==> src/rtl/instr_fetch_if.sv <==
// Instruction-fetch bus bundle: control-unit request side, instruction
// memory read side, and the instruction-register / status outputs.
`timescale 1ns/1ps
interface instr_fetch_if;
    logic        fetch_req;
    logic [31:0] pc_in;
    logic        mem_req;
    logic [31:0] mem_addr;
    logic        mem_ack;
    logic [31:0] mem_rdata;
    logic [31:0] instr_out;
    logic        IRWrite;
    logic        fetch_done;
    logic        fetch_err;
    logic        busy;
    logic [31:0] pc_plus4;

    // Fetch controller side: drives memory request and IR/status outputs
    modport master (
        input  fetch_req, pc_in, mem_ack, mem_rdata,
        output mem_req, mem_addr, instr_out, IRWrite, fetch_done,
               fetch_err, busy, pc_plus4
    );

    // Environment side: control unit plus instruction memory
    modport slave (
        output fetch_req, pc_in, mem_ack, mem_rdata,
        input  mem_req, mem_addr, instr_out, IRWrite, fetch_done,
               fetch_err, busy, pc_plus4
    );
endinterface

==> src/rtl/instr_fetch_ctrl.sv <==
// Instruction-fetch initiator: issues one memory read per accepted request,
// strobes IRWrite for the returned word, reports misalignment and timeouts.
`timescale 1ns/1ps
module instr_fetch_ctrl #(
    parameter int unsigned TIMEOUT = 16,
    parameter int unsigned CNT_W   = 5
) (
    input  logic          clk,
    input  logic          reset,
    instr_fetch_if.master bus
);

    typedef enum logic [1:0] {
        ST_IDLE = 2'd0,
        ST_WAIT = 2'd1,
        ST_DONE = 2'd2,
        ST_ERR  = 2'd3
    } state_t;

    // Last wait-counter value before the read is abandoned.
    localparam logic [CNT_W-1:0] CNT_LAST   = CNT_W'(TIMEOUT - 32'd1);
    localparam bit               TIMEOUT_EN = (TIMEOUT != 32'd0);

    state_t             state_q,      state_d;
    logic               mem_req_q,    mem_req_d;
    logic [31:0]        mem_addr_q,   mem_addr_d;
    logic [31:0]        instr_q,      instr_d;
    logic [31:0]        pc_plus4_q,   pc_plus4_d;
    logic [CNT_W-1:0]   cnt_q,        cnt_d;
    logic               irwrite_q,    irwrite_d;
    logic               fetch_err_q,  fetch_err_d;
    logic               busy_q,       busy_d;

    // Next-state and next-output computation for the fetch FSM
    always_comb begin
        state_d    = state_q;
        mem_req_d  = mem_req_q;
        mem_addr_d = mem_addr_q;
        instr_d    = instr_q;
        pc_plus4_d = pc_plus4_q;
        cnt_d      = cnt_q;
        case (state_q)
            ST_IDLE: begin
                if (bus.fetch_req) begin
                    if (bus.pc_in[1:0] == 2'b00) begin
                        state_d    = ST_WAIT;
                        mem_req_d  = 1'b1;
                        mem_addr_d = bus.pc_in;
                        cnt_d      = '0;
                    end else begin
                        state_d    = ST_ERR;
                        mem_req_d  = 1'b0;
                    end
                end else begin
                    state_d = ST_IDLE;
                end
            end
            ST_WAIT: begin
                // An ack on the final permitted cycle beats the timeout.
                if (bus.mem_ack) begin
                    instr_d    = bus.mem_rdata;
                    pc_plus4_d = mem_addr_q + 32'd4;
                    mem_req_d  = 1'b0;
                    state_d    = ST_DONE;
                end else if (TIMEOUT_EN && (cnt_q == CNT_LAST)) begin
                    mem_req_d  = 1'b0;
                    state_d    = ST_ERR;
                end else begin
                    cnt_d      = cnt_q + CNT_W'(1);
                end
            end
            ST_DONE: begin
                state_d = ST_IDLE;
            end
            ST_ERR: begin
                state_d = ST_IDLE;
            end
            default: begin
                state_d   = ST_IDLE;
                mem_req_d = 1'b0;
            end
        endcase
        irwrite_d   = (state_d == ST_DONE);
        fetch_err_d = (state_d == ST_ERR);
        busy_d      = (state_d != ST_IDLE);
    end

    // State and output registers with synchronous active-low reset
    always_ff @(posedge clk) begin
        if (!reset) begin
            state_q     <= ST_IDLE;
            mem_req_q   <= 1'b0;
            mem_addr_q  <= 32'd0;
            instr_q     <= 32'd0;
            pc_plus4_q  <= 32'd0;
            cnt_q       <= '0;
            irwrite_q   <= 1'b0;
            fetch_err_q <= 1'b0;
            busy_q      <= 1'b0;
        end else begin
            state_q     <= state_d;
            mem_req_q   <= mem_req_d;
            mem_addr_q  <= mem_addr_d;
            instr_q     <= instr_d;
            pc_plus4_q  <= pc_plus4_d;
            cnt_q       <= cnt_d;
            irwrite_q   <= irwrite_d;
            fetch_err_q <= fetch_err_d;
            busy_q      <= busy_d;
        end
    end

    assign bus.mem_req    = mem_req_q;
    assign bus.mem_addr   = mem_addr_q;
    assign bus.instr_out  = instr_q;
    assign bus.IRWrite    = irwrite_q;
    assign bus.fetch_done = irwrite_q;
    assign bus.fetch_err  = fetch_err_q;
    assign bus.busy       = busy_q;
    assign bus.pc_plus4   = pc_plus4_q;

endmodule
==> src/flat_wrapper.sv <==
// flat-port wrapper written by rule: the top's interface ports become plain ports
module instr_fetch_ctrl_flat 
#(
    parameter int unsigned TIMEOUT = 16,
    parameter int unsigned CNT_W   = 5
)
  (clk, reset, bus_fetch_req, bus_pc_in, bus_mem_ack, bus_mem_rdata, bus_mem_req, bus_mem_addr, bus_instr_out, bus_IRWrite, bus_fetch_done, bus_fetch_err, bus_busy, bus_pc_plus4);
  instr_fetch_if bus_i ();
  input  logic clk;
  input  logic reset;
  input wire logic [$bits(bus_i.fetch_req)-1:0] bus_fetch_req;
  input wire logic [$bits(bus_i.pc_in)-1:0] bus_pc_in;
  input wire logic [$bits(bus_i.mem_ack)-1:0] bus_mem_ack;
  input wire logic [$bits(bus_i.mem_rdata)-1:0] bus_mem_rdata;
  output wire logic [$bits(bus_i.mem_req)-1:0] bus_mem_req;
  output wire logic [$bits(bus_i.mem_addr)-1:0] bus_mem_addr;
  output wire logic [$bits(bus_i.instr_out)-1:0] bus_instr_out;
  output wire logic [$bits(bus_i.IRWrite)-1:0] bus_IRWrite;
  output wire logic [$bits(bus_i.fetch_done)-1:0] bus_fetch_done;
  output wire logic [$bits(bus_i.fetch_err)-1:0] bus_fetch_err;
  output wire logic [$bits(bus_i.busy)-1:0] bus_busy;
  output wire logic [$bits(bus_i.pc_plus4)-1:0] bus_pc_plus4;
  assign bus_i.fetch_req = bus_fetch_req;
  assign bus_i.pc_in = bus_pc_in;
  assign bus_i.mem_ack = bus_mem_ack;
  assign bus_i.mem_rdata = bus_mem_rdata;
  assign bus_mem_req = bus_i.mem_req;
  assign bus_mem_addr = bus_i.mem_addr;
  assign bus_instr_out = bus_i.instr_out;
  assign bus_IRWrite = bus_i.IRWrite;
  assign bus_fetch_done = bus_i.fetch_done;
  assign bus_fetch_err = bus_i.fetch_err;
  assign bus_busy = bus_i.busy;
  assign bus_pc_plus4 = bus_i.pc_plus4;
  instr_fetch_ctrl #(.TIMEOUT(TIMEOUT), .CNT_W(CNT_W)) u_core (.clk(clk), .reset(reset), .bus(bus_i));
endmodule
==> config.mk <==
export PLATFORM = sky130hd
export DESIGN_NAME = instr_fetch_ctrl_flat
export DESIGN_NICKNAME = d
export VERILOG_FILES = /design/src/rtl/instr_fetch_if.sv /design/src/rtl/instr_fetch_ctrl.sv /design/src/flat_wrapper.sv
export SDC_FILE = /design/constraint.sdc
export NUM_CORES = 1
export LEC_CHECK = 0
export BUFFER_PORTS_ARGS = -buffer_cell sky130_fd_sc_hd__clkbuf_2
export CAP_MARGIN = 10
export CORE_ASPECT_RATIO = 1.5
export CORE_MARGIN = 8
export CORE_UTILIZATION = 35
export DETAILED_ROUTE_END_ITERATION = 6
export GPL_TIMING_DRIVEN = 0
export PLACE_DENSITY_LB_ADDON = 0.3
export SYNTH_ARGS = -nofsm -noshare
export SYNTH_HDL_FRONTEND = slang
export SYNTH_SLANG_ARGS = --single-unit
==> constraint.sdc <==
create_clock -name clk -period 2.5 [get_ports clk]
set_clock_uncertainty 0.15 [all_clocks]
set_input_delay 0.5 -clock clk [delete_from_list [all_inputs] [get_ports clk]]
set_output_delay 0.5 -clock clk [all_outputs]
set_load 0.1 [all_outputs]
==> out/qor.txt, run 1 <==
status = completed
Startpoint Class = register
pin count of the biggest net entering global routing = 19
synth cell count leaders = 145 x nand2_1, 107 x dfxtp_1, 78 x a21oi_1
maximum clock frequency = 418 MHz
final setup fails = 0
vias per cell = 5.05
Top FF cell, synth = dfxtp_1
Post-DRT Antenna Nets = 0
Routed Wire Length = 14,700 um
TritonCTS clock tree = built
drt first-iter violations = 223
layout cells sized above 1 = 29.4%
Fillers = 1,251
RePlAce Congestion = 0.847
Slew HR = 50.0%
# hold bufs at CTS = 0
Post-Syn Area per Cell = 8.01 um2
top cells by area, synth = dfxtp_1 49%, nand2_1 12%, a21oi_1 8.9%, clkbuf_1 2.8%, o21ai_0 2.5%
full die area = 0.0165 mm2
core area = 0.0124 mm2
post-DP HPWL = 11,700 um
Final Util = 46.7%
Pre-antenna DRT Iters = 4
Min Hold Slack = 204 ps
Rows = 50
CTS H-Tree Depth = 3
period utilisation layout = 95.6%
Final nets = 797
clock sinks = 107
Max Cap Viol = 0
Leakage = 2.34 nW
Hold Fails Final Rpt = 0
Tmin final = 2390 ps
switching power = 1.35 mW
worst vdd ir = 0.000276 V
chip height = 153 um
Clock Tree Buf Depth = 2
Critical Path End Type = register
sequential share of power = 44.0%
RSZ-0062 raised after global routing = no
Top-Level Pins = 169
switch share = 32.5%
Combinational Power Share = 18.7%
Required @ worst endpoint = 2630 ps
internal power = 2.80 mW
Yosys top cell area share = 48.8%
later-pin clock latency in the skew report = 350 ps
Hold Crit Depth = 3
Cells after Synth = 548
vias in the first global route = 4,335
n_diodes = 0
vias = 4,479
synth warn = 0
per-cell routed wire length = 16.6 um
part of the power in the clock network = 37.4%
first-pass GRT wire length = 23,000 um
Setup Slack @ Placement = -197 ps
Hold Crit Class = in2reg
EDFF count, synth = 0
reg2reg path depth = 7
global route overflow = 0
pwr dens = 717 mW/mm2
CTS buffer count = 9
register area share after synthesis = 48.8%
total track usage = 17.8%
FFs w/ async S/R, synth = 0%
Yosys top cell by area = dfxtp_1
WP data arrival = 2520 ps
Yosys cell types = 45
DP Area = 0.00545 mm2
Reg clk slew, reported paths = 70 ps
Max FO, Critical Path = 5
Setup WS post-layout = 110 ps
count of pins over their slew limit = 0
Setup TNS Final = 0 ps
Design Area, Final = 0.00578 mm2
Netlist Area Pre-Place = 0.00439 mm2
Root Buffer = clkbuf_16
area delta synth->final = 31.7%
Crit Path Category = reg2reg
cell with the most instances after synthesis = nand2_1
worst-margin pin slew = 744 ps
number of port buffers = 168
Initial Util = 35.5%
DIE WIDTH = 107 um
DRC = 0
syn_nets = 619
Yosys reg bits = 107
antenna violations before repair = 0
==> path summary, 6_finish.rpt <==
path / startpoint / endpoint / slack (ps)
max: u_core.cnt_q[0] / u_core.cnt_q[3] / 110
min: bus_pc_in[17] / u_core.bus.mem_addr[17] / 200
max reg2reg: u_core.cnt_q[0] / u_core.cnt_q[3] / 110
min reg2reg: u_core.bus.instr_out[18] / u_core.bus.instr_out[18] / 310
==> cells by family after synthesis <==
| family | after synthesis | share of synthesized area, % |
|---|---|---|
| AO/OA/AOI/OAI | 133 | 17.3 |
| XOR/XNOR | 13 | 2.59 |
| adder cells (fa/ha/maj) | 3 | 0.855 |
| flip-flops | 107 | 48.8 |
| buffers and inverters | 48 | 4.44 |
| AND/OR/NAND/NOR | 244 | 26.1 |
==> sequential cells by signal, indices dropped and copies added (netlist names) <==
signal / count
u_core.bus.instr_out: 32
u_core.bus.mem_addr: 32
u_core.bus.pc_plus4: 32
u_core.cnt_q: 5
u_core.state_q: 2
u_core.bus.IRWrite: 1
u_core.bus.busy: 1
u_core.bus.fetch_err: 1
u_core.bus.mem_req: 1
==> timing repair <==
item | in CTS | in global routing
endpoints found under the setup margin | 31 | 43
setup buffers | 0 | 0
resized for setup | 2 | 4
==> per-layer routing <==
| metal | share of wire, % | vias up | global-route usage [%] |
|---|---|---|---|
| met1 | 39 | 2025 | 19.2 |
| met5 | 0 | - | 0 |
| met2 | 50 | 159 | 30.6 |
| met3 | 7.9 | 31 | 4.92 |
| met4 | 3.6 | 0 | 9.83 |
| li1 | - | 2264 | - |
==> critical path, cell delays in order, from the launching register on <==
cell and delay [ps]:
dfxtp_1 340, ha_1 210, and3_1 180, ha_1 210
or4b_4 560, o21a_1 160, or3_1 370, a21oi_1 150
==> layout by cell type (no fill, tap or decap), drive strengths merged, types with 5 or more instances in the layout <==
master  instances
o21ai          22
dfxtp         107
xnor2           9
a31oi           6
and3            5
clkbuf        209
nor4            8
nand4          11
nand2         145
nand3          16
nor2           21
a211oi         12
inv             8
buf             8
or4             6
a21oi          78
nor3            8
==> layout make-up <==
| type | instances | area [um2] | share of cell area [%] |
|---|---|---|---|
| Multi-Input combinational cell | 393 | 2060 | 35.6 |
| Clock inverter | 7 | 101 | 1.75 |
| Timing Repair Buffer | 168 | 841 | 14.5 |
| Tap cell | 156 | 195 | 3.38 |
| Clock buffer | 9 | 225 | 3.89 |
| Buffer | 40 | 169 | 2.92 |
| Sequential cell | 107 | 2170 | 37.5 |
| Inverter | 7 | 26.3 | 0.454 |
==> metrics by stage <==
step / cells / total power, mW
detailed placement: 872 / 2.64
global placement: 872 / 2.63
global route: 887 / 4.31
CTS: 888 / 4.18
floorplan: 548 / 2.45
finish: 887 / 4.14
==> power groups by stage <==
| stage | registers, mW | logic, mW | clock network, mW |
|---|---|---|---|
| 2_1_floorplan | 2.29 | 0.164 | 0 |
| 3_3_place_gp | 1.86 | 0.773 | 0 |
| 3_5_place_dp | 1.86 | 0.778 | 0 |
| 4_1_cts | 1.82 | 0.781 | 1.58 |
| 5_1_grt | 1.83 | 0.816 | 1.66 |
| 6_report | 1.82 | 0.773 | 1.55 |
No activity file was read; power rests on OpenSTA's default activity.
==> run 2: changes to the inputs <==
- CORE_UTILIZATION: 35 -> 45
- GPL_TIMING_DRIVEN: 0 -> default
- clock period: 2.5 -> 2.85 ns (I/O delays scaled with it)
==> out/qor.txt, run 2 (same netlist as run 1, synthesis figures left out) <==
status = completed
slowest stage cell, crit path = or4b_2
reg2reg setup slack = 270 ps
Crit path max-delay family = simple AND/OR/NAND/NOR gates
Tmin final = 2580 ps
Rows = 44
CTS buffer count = 9
n_diodes = 0
antenna violations before repair = 0
Final Util = 58.6%
hold path start = bus_pc_in[5]
total track usage = 18.6%
Crit Path Category = reg2reg
vias = 4,340
Hold Crit Class = in2reg
Max Cap Viol = 0
commonest non-fill, non-tap cells in the layout = 168 x clkbuf_2, 145 x nand2_1, 102 x dfxtp_1, 78 x a21oi_1, 22 x o21ai_0
RePlAce Congestion = 0.852
later-pin clock latency in the skew report = 340 ps
Hold Fails Final Rpt = 0
maximum clock frequency = 387 MHz
Slew HR = 60.3%
vias per cell = 5.32
slowest stage delay, CP = 730 ps
quantity of gates resized following cts = 0
# hold bufs at CTS = 0
layout cells sized above 1 = 29.7%
Required @ worst endpoint = 2970 ps
internal power = 2.43 mW
DRC = 0
pwr dens = 633 mW/mm2
Post-DRT Antenna Nets = 0
final setup fails = 0
post-CTS setup buffers = 0
first-pass GRT wire length = 20,600 um
Reg clk slew, reported paths = 70 ps
pin count of the biggest net entering global routing = 39
Final Power = 3.56 mW
worst-margin pin slew = 588 ps
post-DP HPWL = 9590 um
Min Hold Slack = 290 ps
number of port buffers = 168
Pre-antenna DRT Iters = 5
drt first-iter violations = 272
reg2reg path depth = 7
period utilisation layout = 90.6%
worst path buffer plus inverter count = 0
Clock Tree Buf Depth = 2
Combinational Power Share = 18.4%
area delta synth->final = 27.8%
Final nets = 767
Hold Crit Depth = 3
r2r startpoint = u_core.cnt_q[0]
part of the power in the clock network = 36.5%
global route overflow = 0
most common cell after layout, fill and taps aside = clkbuf_2
Routed Wire Length = 12,500 um
WP depth = 7
clock sinks = 107
vias in the first global route = 4,175
RSZ-0062 raised after global routing = no
most used cell, CP = ha_1
worst vdd ir = 0.000401 V
sequential share of power = 45.1%
per-cell routed wire length = 15.4 um
switch share = 31.5%
Max FO, Critical Path = 5
Critical Path End Type = register
CTS H-Tree Depth = 3
Startpoint Class = register
WP data arrival = 2710 ps
Leakage = 2.31 nW
chip height = 137 um
CP Cell Sequence = ha_1, and3_1, ha_1, or4b_2, o21a_1, or3_1, a21oi_1
count of pins over their slew limit = 0
full die area = 0.0132 mm2
Top-Level Pins = 169
Hold Path Sink = u_core.bus.mem_addr[5]
DIE WIDTH = 96.7 um
Setup TNS Final = 0 ps
Initial Util = 45.8%
core area = 0.00958 mm2
reg-to-reg critical path endpoint = u_core.cnt_q[3]
TritonCTS clock tree = built
Root Buffer = clkbuf_16
switching power = 1.12 mW
==> run 2: worst max-delay path by stage <==
stage	startpoint	end	slack (ps)
after floorplan	u_core.bus.mem_addr[13]	u_core.bus.pc_plus4[28]	30
after global placement	bus_pc_in[0]	u_core.cnt_q[4]	350
after detailed placement	u_core.cnt_q[0]	u_core.cnt_q[3]	300
after CTS	u_core.cnt_q[0]	u_core.cnt_q[3]	280
after global routing	u_core.cnt_q[0]	u_core.cnt_q[3]	160
final	u_core.cnt_q[0]	u_core.cnt_q[3]	270
==> run 2: layer usage <==
layer	up-vias	track usage, %	share of wire, %
met5	-	0	0
met4	0	9.44	2.5
met3	20	4.90	6.3
met2	157	30.6	48
met1	1963	21.9	43
li1	2200	-	-
==> run 2: through the flow <==
step           instances  area [um2]  setup slack, ps
5_1_grt              816        5610              162
4_1_cts              816        5610              280
2_1_floorplan        548        4400             30.3
6_report             816        5610              267
3_5_place_dp         800        5290              298
3_3_place_gp         800        5290              345
==> run 2: cell type report <==
class | instances | area [um2]
inverters | 7 | 26.3
clock inverters | 4 | 55.1
clock buffers | 12 | 267
well taps | 115 | 144
repair buffers | 178 | 916
flip-flops and latches | 107 | 2150
fillers | 926 | 3970
multi-input cells | 393 | 2060
==> run 2: power groups by stage <==
stage | Sequential, mW | Combinational, mW | Clock [mW]
final | 1.60 | 0.655 | 1.30
after global routing | 1.61 | 0.691 | 1.40
after CTS | 1.60 | 0.659 | 1.34
after detailed placement | 1.64 | 0.658 | 0
after global placement | 1.63 | 0.652 | 0
after floorplan | 2.00 | 0.144 | 0
==> run 2: tightest hold or removal path, stage by stage <==
cell	delay, ps
clkbuf_2	80
nand2_1	50
a21oi_1	50
==> run 3: changes to the inputs <==
- ABC_AREA: default -> 1
==> out/qor.txt, run 3 <==
syn_nets = 722
chip height = 141 um
FF+latch area = 0.00214 mm2
register area share after synthesis = 45.6%
WP data arrival = 1280 ps
Cells after Synth = 651
WP depth = 1
FFs w/ async S/R, synth = 0%
cell with the most instances after synthesis = nor2_1
Yosys cell types = 26
Netlist Area Pre-Place = 0.00470 mm2
commonest non-fill, non-tap cells in the layout = 168 x clkbuf_2, 114 x nor2_1, 107 x dfxtp_1, 99 x nand2_1, 88 x o21ai_0
period utilisation layout = 70.2%
sequential share of power = 42.0%
Top-Level Pins = 169
clock sinks = 107
Post-DRT Antenna Nets = 0
CTS buffer count = 9
Final Power = 3.91 mW
Setup TNS Final = 0 ps
Clock Tree Buf Depth = 2
Max Cap Viol = 0
number of port buffers = 168
status = completed
Initial Util = 46.4%
Most Crowded Layer GR = met2
final setup fails = 0
vias = 4,685
Pre-antenna DRT Iters = 4
reg2reg path depth = 12
slowest stage cell, crit path = clkbuf_2
Reg clk slew, reported paths = 70 ps
xor and xnor area share after synthesis = 1.30%
Yosys top cell area share = 45.6%
switch share = 34.7%
switching power = 1.36 mW
Routed Wire Length = 13,500 um
pwr dens = 659 mW/mm2
Required @ worst endpoint = 2130 ps
count of pins over their slew limit = 0
vias in the first global route = 4,777
reg-to-reg critical path endpoint = u_core.cnt_q[3]
main combinational cell family by area after synthesis = simple AND/OR/NAND/NOR gates
# hold bufs at CTS = 0
pin count of the biggest net entering global routing = 67
r2r startpoint = u_core.cnt_q[0]
DRC = 0
quantity of gates resized following cts = 0
total track usage = 19.6%
per-cell routed wire length = 14.6 um
area taken by multi-input logic gates = 0.00215 mm2
synth cell count leaders = 114 x nor2_1, 107 x dfxtp_1, 99 x nand2_1
multiplexer share of the synthesized area = 0%
slowest stage delay, CP = 500 ps
Fillers = 958
Post-Syn Area per Cell = 7.22 um2
synth warn = 0
met2 usage in global routing = 34.5%
Hold Crit Class = in2reg
Yosys top cell by area = dfxtp_1
full die area = 0.0140 mm2
worst path buffer plus inverter count = 1
later-pin clock latency in the skew report = 340 ps
Startpoint Class = register
Slew HR = 60.6%
CP startpoint = u_core.bus.mem_addr[25]
TritonCTS clock tree = built
layout cells sized above 1 = 26.2%
RePlAce Congestion = 0.889
most common cell after layout, fill and taps aside = clkbuf_2
reg2reg setup slack = 1050 ps
post-CTS setup buffers = 0
Crit Path Category = reg2out
post-DP HPWL = 10,200 um
Max FO, Critical Path = 5
Critical Path End Type = output pin
Top FF cell, synth = dfxtp_1
DIE WIDTH = 99.5 um
first-pass GRT wire length = 22,300 um
core area = 0.0101 mm2
Yosys reg bits = 107
Rows = 45
n_diodes = 0
EDFF count, synth = 0
RSZ-0062 raised after global routing = no
Synth Area in Compound Gates = 17.8%
CTS H-Tree Depth = 3
drt first-iter violations = 222
Leakage = 2.84 nW
area delta synth->final = 26.1%
CP Cell Sequence = clkbuf_2
global route overflow = 0
Root Buffer = clkbuf_16
GRT met3 Usage = 6.55%
antenna violations before repair = 0
Crit path max-delay family = buffers and inverters
Hold Fails Final Rpt = 0
worst vdd ir = 0.000359 V
top cells by area, synth = dfxtp_1 46%, o21ai_0 9.4%, nor2_1 9.1%, nand2_1 7.9%, inv_1 5.8%
vias per cell = 5.06
worst-margin pin slew = 594 ps
Synth Area in Simple Gates = 25.8%
internal power = 2.55 mW
Final nets = 875
adder-cell area share of the yosys netlist = 0.798%
maximum clock frequency = 500 MHz
met1 Usage GRT = 19.7%
Tmin final = 2000 ps
critical path capture point = bus_mem_addr[25]
part of the power in the clock network = 34.5%
Combinational Power Share = 23.5%
[run 3: worst min-delay path by stage]
stage                            from                 endpoint  slack, ps  cells past startpoint
2_1_floorplan         u_core.cnt_q[2]          u_core.cnt_q[2]        310                      2
3_3_place_gp   u_core.bus.mem_addr[0]   u_core.bus.mem_addr[0]        310                      2
3_5_place_dp   u_core.bus.mem_addr[0]   u_core.bus.mem_addr[0]        300                      2
4_1_cts              bus_mem_rdata[2]  u_core.bus.instr_out[2]        290                      3
5_1_grt              bus_mem_rdata[2]  u_core.bus.instr_out[2]        300                      3
6_report             bus_mem_rdata[2]  u_core.bus.instr_out[2]        300                      3
[run 3: routing by layer]
metal  up-vias  routed length, um
met4         0                443
met3        25               1140
met5         -                  0
met2       165               6880
li1       2383                  -
met1      2112               5070
[run 3: final cells by class]
| cell class | instances | share of cell area (%) |
|---|---|---|
| clock inverters | 4 | 1.22 |
| inverters | 73 | 4.62 |
| flip-flops and latches | 107 | 36.1 |
| multi-input cells | 440 | 36.2 |
| well taps | 117 | 2.47 |
| repair buffers | 173 | 15.0 |
| clock buffers | 12 | 4.33 |
[run 3: power groups by stage]
stage	registers, mW	clock network, mW	logic [mW]
after floorplan	2.22	0	0.192
after global placement	1.67	0	0.917
after global routing	1.65	1.44	0.970
after detailed placement	1.68	0	0.926
final	1.64	1.35	0.919
after CTS	1.64	1.39	0.927
[run 3: through the flow]
stage | std cells | util [%] | hold WS (ps) | cell area, um2 | setup slack, ps
floorplan | 651 | - | 309 | 4700 | 510
global placement | 910 | 55.2 | 306 | 5600 | 836
detailed placement | 910 | 55.2 | 304 | 5600 | 785
CTS | 926 | 58.5 | 286 | 5930 | 825
global route | 926 | 58.5 | 297 | 5930 | 789
finish | 926 | 58.5 | 299 | 5930 | 850
[run 3: kinds of logic (layout without fill, tap and decap cells)]
kind of cell               after synthesis  after routing
adders and majority gates                3              3
xor gates and xnor gates                 7              7
DFF                                    107            107
AOI/OAI and AO/OA                      156            156
buffers and inverters                  104            262
and+or+nand+nor                        274            274
